**config.mk**
```make
export PLATFORM = sky130hd
export DESIGN_NAME = sc_collatz_ctrl
export DESIGN_NICKNAME = d
export VERILOG_FILES = /design/src/rtl/sc_collatz_ctrl_pkg.sv /design/src/rtl/sc_collatz_stepcnt.sv /design/src/rtl/sc_collatz_ctrl.sv
export SDC_FILE = /design/constraint.sdc
export NUM_CORES = 1
export LEC_CHECK = 0
export CAP_MARGIN = 30
export CORE_MARGIN = 5
export CORE_UTILIZATION = 40
export DETAILED_ROUTE_END_ITERATION = 6
export PLACE_DENSITY = 0.69
export SLEW_MARGIN = 25
export SYNTH_ARGS = -nofsm -noshare
export SYNTH_HDL_FRONTEND = slang
export SYNTH_SLANG_ARGS = --single-unit
export TNS_END_PERCENT = 30
```
**constraint.sdc**
```tcl
create_clock -name SC_COLLATZCTRL_CLOCK_50 -period 2.31 [get_ports SC_COLLATZCTRL_CLOCK_50]
set_input_delay 0.462 -clock SC_COLLATZCTRL_CLOCK_50 [delete_from_list [all_inputs] [get_ports SC_COLLATZCTRL_CLOCK_50]]
set_output_delay 0.462 -clock SC_COLLATZCTRL_CLOCK_50 [all_outputs]
set_load 0.02 [all_outputs]
```
**src/rtl/sc_collatz_ctrl_pkg.sv**
```systemverilog
// Collatz controller shared definitions:
// datapath op codes, error codes and FSM states.
package sc_collatz_ctrl_pkg;

   localparam logic [1:0] OP_HOLD    = 2'b00;
   localparam logic [1:0] OP_LOAD    = 2'b01;
   localparam logic [1:0] OP_HALF    = 2'b10;
   localparam logic [1:0] OP_TRIPLE1 = 2'b11;

   localparam logic [1:0] ERR_OK    = 2'b00;
   localparam logic [1:0] ERR_ZERO  = 2'b01;
   localparam logic [1:0] ERR_OVF   = 2'b10;
   localparam logic [1:0] ERR_LIMIT = 2'b11;

   typedef enum logic [2:0] {
      ST_IDLE  = 3'd0,
      ST_LOAD  = 3'd1,
      ST_CHECK = 3'd2,
      ST_HALF  = 3'd3,
      ST_TRIP  = 3'd4,
      ST_DONE  = 3'd5
   } state_t;

endpackage

```
**src/rtl/sc_collatz_stepcnt.sv**
```systemverilog
// Iteration counter for the Collatz controller:
// sync clear, increment enable, at-limit flag.
module sc_collatz_stepcnt
   import sc_collatz_ctrl_pkg::*;
#(
   parameter int STEPWIDTH = 8,
   parameter int MAX_STEPS = 255
) (
   input  logic                 SC_COLLATZSTEPCNT_CLOCK_50,
   input  logic                 SC_COLLATZSTEPCNT_RESET_InLow,
   input  logic                 SC_COLLATZSTEPCNT_clear_In,
   input  logic                 SC_COLLATZSTEPCNT_inc_In,
   output logic [STEPWIDTH-1:0] SC_COLLATZSTEPCNT_count_OutBUS,
   output logic                 SC_COLLATZSTEPCNT_atLimit_Out
);

   localparam logic [STEPWIDTH-1:0] LIMIT = STEPWIDTH'(MAX_STEPS);

   logic [STEPWIDTH-1:0] countReg;

   // Clear wins over increment; the count saturates at the limit
   always_ff @(posedge SC_COLLATZSTEPCNT_CLOCK_50) begin
      if (!SC_COLLATZSTEPCNT_RESET_InLow) begin
         countReg <= '0;
      end else if (SC_COLLATZSTEPCNT_clear_In) begin
         countReg <= '0;
      end else if (SC_COLLATZSTEPCNT_inc_In && (countReg != LIMIT)) begin
         countReg <= countReg + STEPWIDTH'(1);
      end
   end

   assign SC_COLLATZSTEPCNT_count_OutBUS = countReg;
   assign SC_COLLATZSTEPCNT_atLimit_Out  = (countReg == LIMIT);

endmodule

```
**src/rtl/sc_collatz_ctrl.sv**
```systemverilog
// Collatz sequencing controller: issues one datapath
// op per step and reports done, error and step count.
module sc_collatz_ctrl
   import sc_collatz_ctrl_pkg::*;
#(
   parameter int STEPWIDTH = 8,
   parameter int MAX_STEPS = 255
) (
   input  logic                 SC_COLLATZCTRL_CLOCK_50,
   input  logic                 SC_COLLATZCTRL_RESET_InLow,
   input  logic                 SC_COLLATZCTRL_start_In,
   input  logic                 SC_COLLATZCTRL_abort_In,
   input  logic                 SC_COLLATZCTRL_zero_In,
   input  logic                 SC_COLLATZCTRL_one_In,
   input  logic                 SC_COLLATZCTRL_odd_In,
   input  logic                 SC_COLLATZCTRL_ovf_In,
   output logic [1:0]           SC_COLLATZCTRL_op_OutBUS,
   output logic                 SC_COLLATZCTRL_busy_Out,
   output logic                 SC_COLLATZCTRL_done_Out,
   output logic [1:0]           SC_COLLATZCTRL_err_OutBUS,
   output logic [STEPWIDTH-1:0] SC_COLLATZCTRL_steps_OutBUS
);

   state_t     state;
   logic [1:0] opReg;
   logic [1:0] errReg;
   logic       busyReg;
   logic       doneReg;
   logic       cntClear;
   logic       cntInc;
   logic       atLimit;
   logic       abortHit;

   assign abortHit = SC_COLLATZCTRL_abort_In && (state != ST_IDLE);
   assign cntClear = (state == ST_IDLE) && SC_COLLATZCTRL_start_In;
   assign cntInc   = ((state == ST_HALF) || (state == ST_TRIP))
                   && !SC_COLLATZCTRL_abort_In;

   sc_collatz_stepcnt #(
      .STEPWIDTH (STEPWIDTH),
      .MAX_STEPS (MAX_STEPS)
   ) u_stepcnt (
      .SC_COLLATZSTEPCNT_CLOCK_50     (SC_COLLATZCTRL_CLOCK_50),
      .SC_COLLATZSTEPCNT_RESET_InLow  (SC_COLLATZCTRL_RESET_InLow),
      .SC_COLLATZSTEPCNT_clear_In     (cntClear),
      .SC_COLLATZSTEPCNT_inc_In       (cntInc),
      .SC_COLLATZSTEPCNT_count_OutBUS (SC_COLLATZCTRL_steps_OutBUS),
      .SC_COLLATZSTEPCNT_atLimit_Out  (atLimit)
   );

   // Sequencing FSM; outputs are registered for the state being entered
   always_ff @(posedge SC_COLLATZCTRL_CLOCK_50) begin
      if (!SC_COLLATZCTRL_RESET_InLow) begin
         state   <= ST_IDLE;
         opReg   <= OP_HOLD;
         busyReg <= 1'b0;
         doneReg <= 1'b0;
         errReg  <= ERR_OK;
      end else if (abortHit) begin
         state   <= ST_IDLE;
         opReg   <= OP_HOLD;
         busyReg <= 1'b0;
         doneReg <= 1'b0;
         errReg  <= ERR_OK;
      end else begin
         doneReg <= 1'b0;
         opReg   <= OP_HOLD;
         unique case (state)
            ST_IDLE: begin
               if (SC_COLLATZCTRL_start_In) begin
                  state   <= ST_LOAD;
                  opReg   <= OP_LOAD;
                  busyReg <= 1'b1;
                  errReg  <= ERR_OK;
               end
            end
            ST_LOAD: begin
               state <= ST_CHECK;
            end
            ST_CHECK: begin
               if (SC_COLLATZCTRL_ovf_In) begin
                  state   <= ST_DONE;
                  doneReg <= 1'b1;
                  errReg  <= ERR_OVF;
               end else if (SC_COLLATZCTRL_zero_In) begin
                  state   <= ST_DONE;
                  doneReg <= 1'b1;
                  errReg  <= ERR_ZERO;
               end else if (SC_COLLATZCTRL_one_In) begin
                  state   <= ST_DONE;
                  doneReg <= 1'b1;
                  errReg  <= ERR_OK;
               end else if (atLimit) begin
                  state   <= ST_DONE;
                  doneReg <= 1'b1;
                  errReg  <= ERR_LIMIT;
               end else if (SC_COLLATZCTRL_odd_In) begin
                  state <= ST_TRIP;
                  opReg <= OP_TRIPLE1;
               end else begin
                  state <= ST_HALF;
                  opReg <= OP_HALF;
               end
            end
            ST_HALF, ST_TRIP: begin
               state <= ST_CHECK;
            end
            ST_DONE: begin
               state   <= ST_IDLE;
               busyReg <= 1'b0;
            end
            default: begin
               state   <= ST_IDLE;
               busyReg <= 1'b0;
            end
         endcase
      end
   end

   assign SC_COLLATZCTRL_op_OutBUS  = opReg;
   assign SC_COLLATZCTRL_busy_Out   = busyReg;
   assign SC_COLLATZCTRL_done_Out   = doneReg;
   assign SC_COLLATZCTRL_err_OutBUS = errReg;

endmodule

```
==> metrics.cfg <==
[global_routing]
gr-usage-all-layers=0.138
grt_pass1_wl_mm=3.46
grt_max_degree=15
antenna_found_initial=0
gr-total-overflow=0
grt_pass1_vias=787

[routing]
wl_per_cell_um=13.4
drt_first_pass_iters=4
ant_nets=0
drt-total-wl_mm=1.94
drtIter0Drc=16
vias_per_cell=5.83
vias=846
drc=0

[timing]
worst_pin_slew_ns=0.344
drv_slew=0
rsz0062_at_grt=false
fin_worst_skew_ns=0.00244
fmaxAchievable_ghz=0.507
setup_viol=0
tns_ns=0
hold_viol=0
slew-limit-headroom=0.769
fin_crit_ns=1.97
period_share=0.853
hold_ws_ns=0.472

[final_layout]
antennaDiodeCount=0
finalNonFillerCells=145
area_growth_pct=31.0
drive_above_1_share=0.0847
fillers=173
nets=128

[floorplanning]
core_um2=1980
die_w_um=55.7
start_util=0.422
io_pins=22
die_area_um2=3100
fp.dieH_um=55.7
std_cell_rows=16

[synthesis]
synth_top_family_by_area=compound AO/OA/AOI/OAI gates
synthAdderAreaFrac=0.0150
synth_common_cells=17 x dfxtp_1, 10 x a21oi_1, 9 x nand2_1, 5 x nor2_1, 5 x or4_1
synth.net_count=103
synth_flop_cell=dfxtp_1
synthSimpleGateAreaFrac=0.247
synth_xor_area_frac=0
synth.ff_latch_count=17
ys_seq_area_frac=0.407
synth_edf_count=0
synth_area_leaders=dfxtp_1 41%, a21oi_1 6.0%, or4_1 4.5%, nand2_1 4.0%, o31ai_1 3.6%
synth.area.mux_share=0.0240
synth_area_per_cell_um2=8.89
synthArstFlopShare=0
netlist_area_um2=836
synth_top_area_cell=dfxtp_1
postSynthCellCount=94
synth_compound_area_frac=0.257
synth-warning-count=0
netlist.area_leader.share=0.407
yosysMostFrequentCell=dfxtp_1
synth_cell_types=34

[cts]
postCtsSetupBuffers=0
clk_path_buf_depth=2
root_buffer=clkbuf_4
cts_made_buffers=3
ctsHoldBuffers=0
cts_tree=yes
insertion_delay_ns=0.29
cts_max_level=1
postCtsResizedCells=0
clock_sinks=17
clkTransAtPathRegs_ns=0.10

[critical_path]
cp_cell_sequence=clkdlybuf4s50_1 > or4b_4 > o31a_4 > or4_1 > a21oi_1
endpoint_kind=register
reg2reg_depth=4
rrSetupSlack_ns=0.47
cp_slowest_cell=or4b_4
arrival_ns=2.20
r2r-end=u_stepcnt.SC_COLLATZSTEPCNT_count_OutBUS[7]$_SDFFE_PP0P_
crit_fanout=14
startpoint=SC_COLLATZCTRL_abort_In
worst_setup_path_start_kind=primary input
r2r_start=state[2]$_SDFFE_PP0P_
cp_data_required_time_ns=2.54
max_stage_delay_ns=0.50
criticalPathCategory=in2reg

[power]
powerDensity_nw_per_um2=491
ir_drop_v=0.000341
p_total_uw=537
cellLeakagePower_uw=0.000372

[placed_design]
routabilityCongestion=0.777
numPortBuffers=21
place_hpwl_mm=1.40
placed_cells=141

[job]
cap_violations=0

[status]
status=complete, no violations

[hold_path]
holdPathEnd=SC_COLLATZCTRL_err_OutBUS[0]$_SDFFE_PP0P_
hold_start=SC_COLLATZCTRL_err_OutBUS[0]$_SDFFE_PP0P_
whs_path_depth=2
hp-class=reg2reg

-- layout make-up --
class                      count  area, um2  share of cell area
multi-input combinational     70        454               0.415
sequential                    17        340               0.311
timing repair buffer          23        225               0.206
tap                           27       33.8              0.0309
clock buffer                   4       26.3              0.0240
inverter                       4       15.0              0.0137
-- state kept, by name (all words and copies together), names as in the netlist --
| name | count |
|---|---|
| SC_COLLATZCTRL_done_Out | 1 |
| SC_COLLATZCTRL_op_OutBUS | 2 |
| SC_COLLATZCTRL_busy_Out | 1 |
| state | 3 |
| u_stepcnt.SC_COLLATZSTEPCNT_count_OutBUS | 8 |
| SC_COLLATZCTRL_err_OutBUS | 2 |
-- critical path, delay by kind of cell --
family | cells | cell delay, ns
AOI/OAI and AO/OA | 2 | 0.34
and+or+nand+nor | 2 | 0.98
buffers and inverters | 1 | 0.42
-- how the worst max path moves through the flow --
| stage | endpoint | slack [ns] | cells after the start |
|---|---|---|---|
| 2_1_floorplan | u_stepcnt.SC_COLLATZSTEPCNT_count_OutBUS[2]$_SDFFE_PP0P_ | 0.52 | 5 |
| 3_3_place_gp | u_stepcnt.SC_COLLATZSTEPCNT_count_OutBUS[7]$_SDFFE_PP0P_ | 0.08 | 5 |
| 3_5_place_dp | u_stepcnt.SC_COLLATZSTEPCNT_count_OutBUS[7]$_SDFFE_PP0P_ | 0.03 | 5 |
| 4_1_cts | u_stepcnt.SC_COLLATZSTEPCNT_count_OutBUS[7]$_SDFFE_PP0P_ | 0.33 | 5 |
| 5_1_grt | u_stepcnt.SC_COLLATZSTEPCNT_count_OutBUS[6]$_SDFFE_PP0P_ | 0.26 | 5 |
| 6_report | u_stepcnt.SC_COLLATZSTEPCNT_count_OutBUS[7]$_SDFFE_PP0P_ | 0.34 | 5 |
-- metal layers --
layer | track usage | share of wire | vias up
met1 | 0.171 | 0.43 | 388
met5 | 0 | 0 | -
met2 | 0.220 | 0.49 | 40
met3 | 0.0348 | 0.062 | 4
li1 | - | - | 414
met4 | 0.0694 | 0.011 | 0
-- layout by cell type (no fill, tap or decap), types with 3 or more instances in the layout --
cell and count:
o31ai_1 4, nor2_1 5, inv_1 4, clkbuf_4 3, nand3_1 4, nand2_1 9
or4_1 5, dfxtp_1 17, clkdlybuf4s50_1 21, a21oi_1 10, o21ai_0 4
-- report_power, final --
part	internal (uW)	switching [uW]	total, uW	leakage [uW]
clock network	67.3	98.4	166	0.0000150
registers	299	5.24	304	0.000138
logic	32.7	34.4	67.1	0.000219
-- stage by stage --
step	setup WS, ns	instance area (um2)	util
finish	0.339	1090	0.552
global route	0.260	1090	0.552
CTS	0.332	1090	0.552
detailed placement	0.0308	1070	0.539
global placement	0.0807	1070	0.539
floorplan	0.524	836	-
-- cells by family (layout without fill, tap and decap cells) --
group           Yosys count  in the layout
simple gates             36             36
compound gates           31             31
flops                    17             17
buf+inv                   7             31
mux                       2              2
fa+ha+maj                 1              1
(Power assumes the default switching activity.)
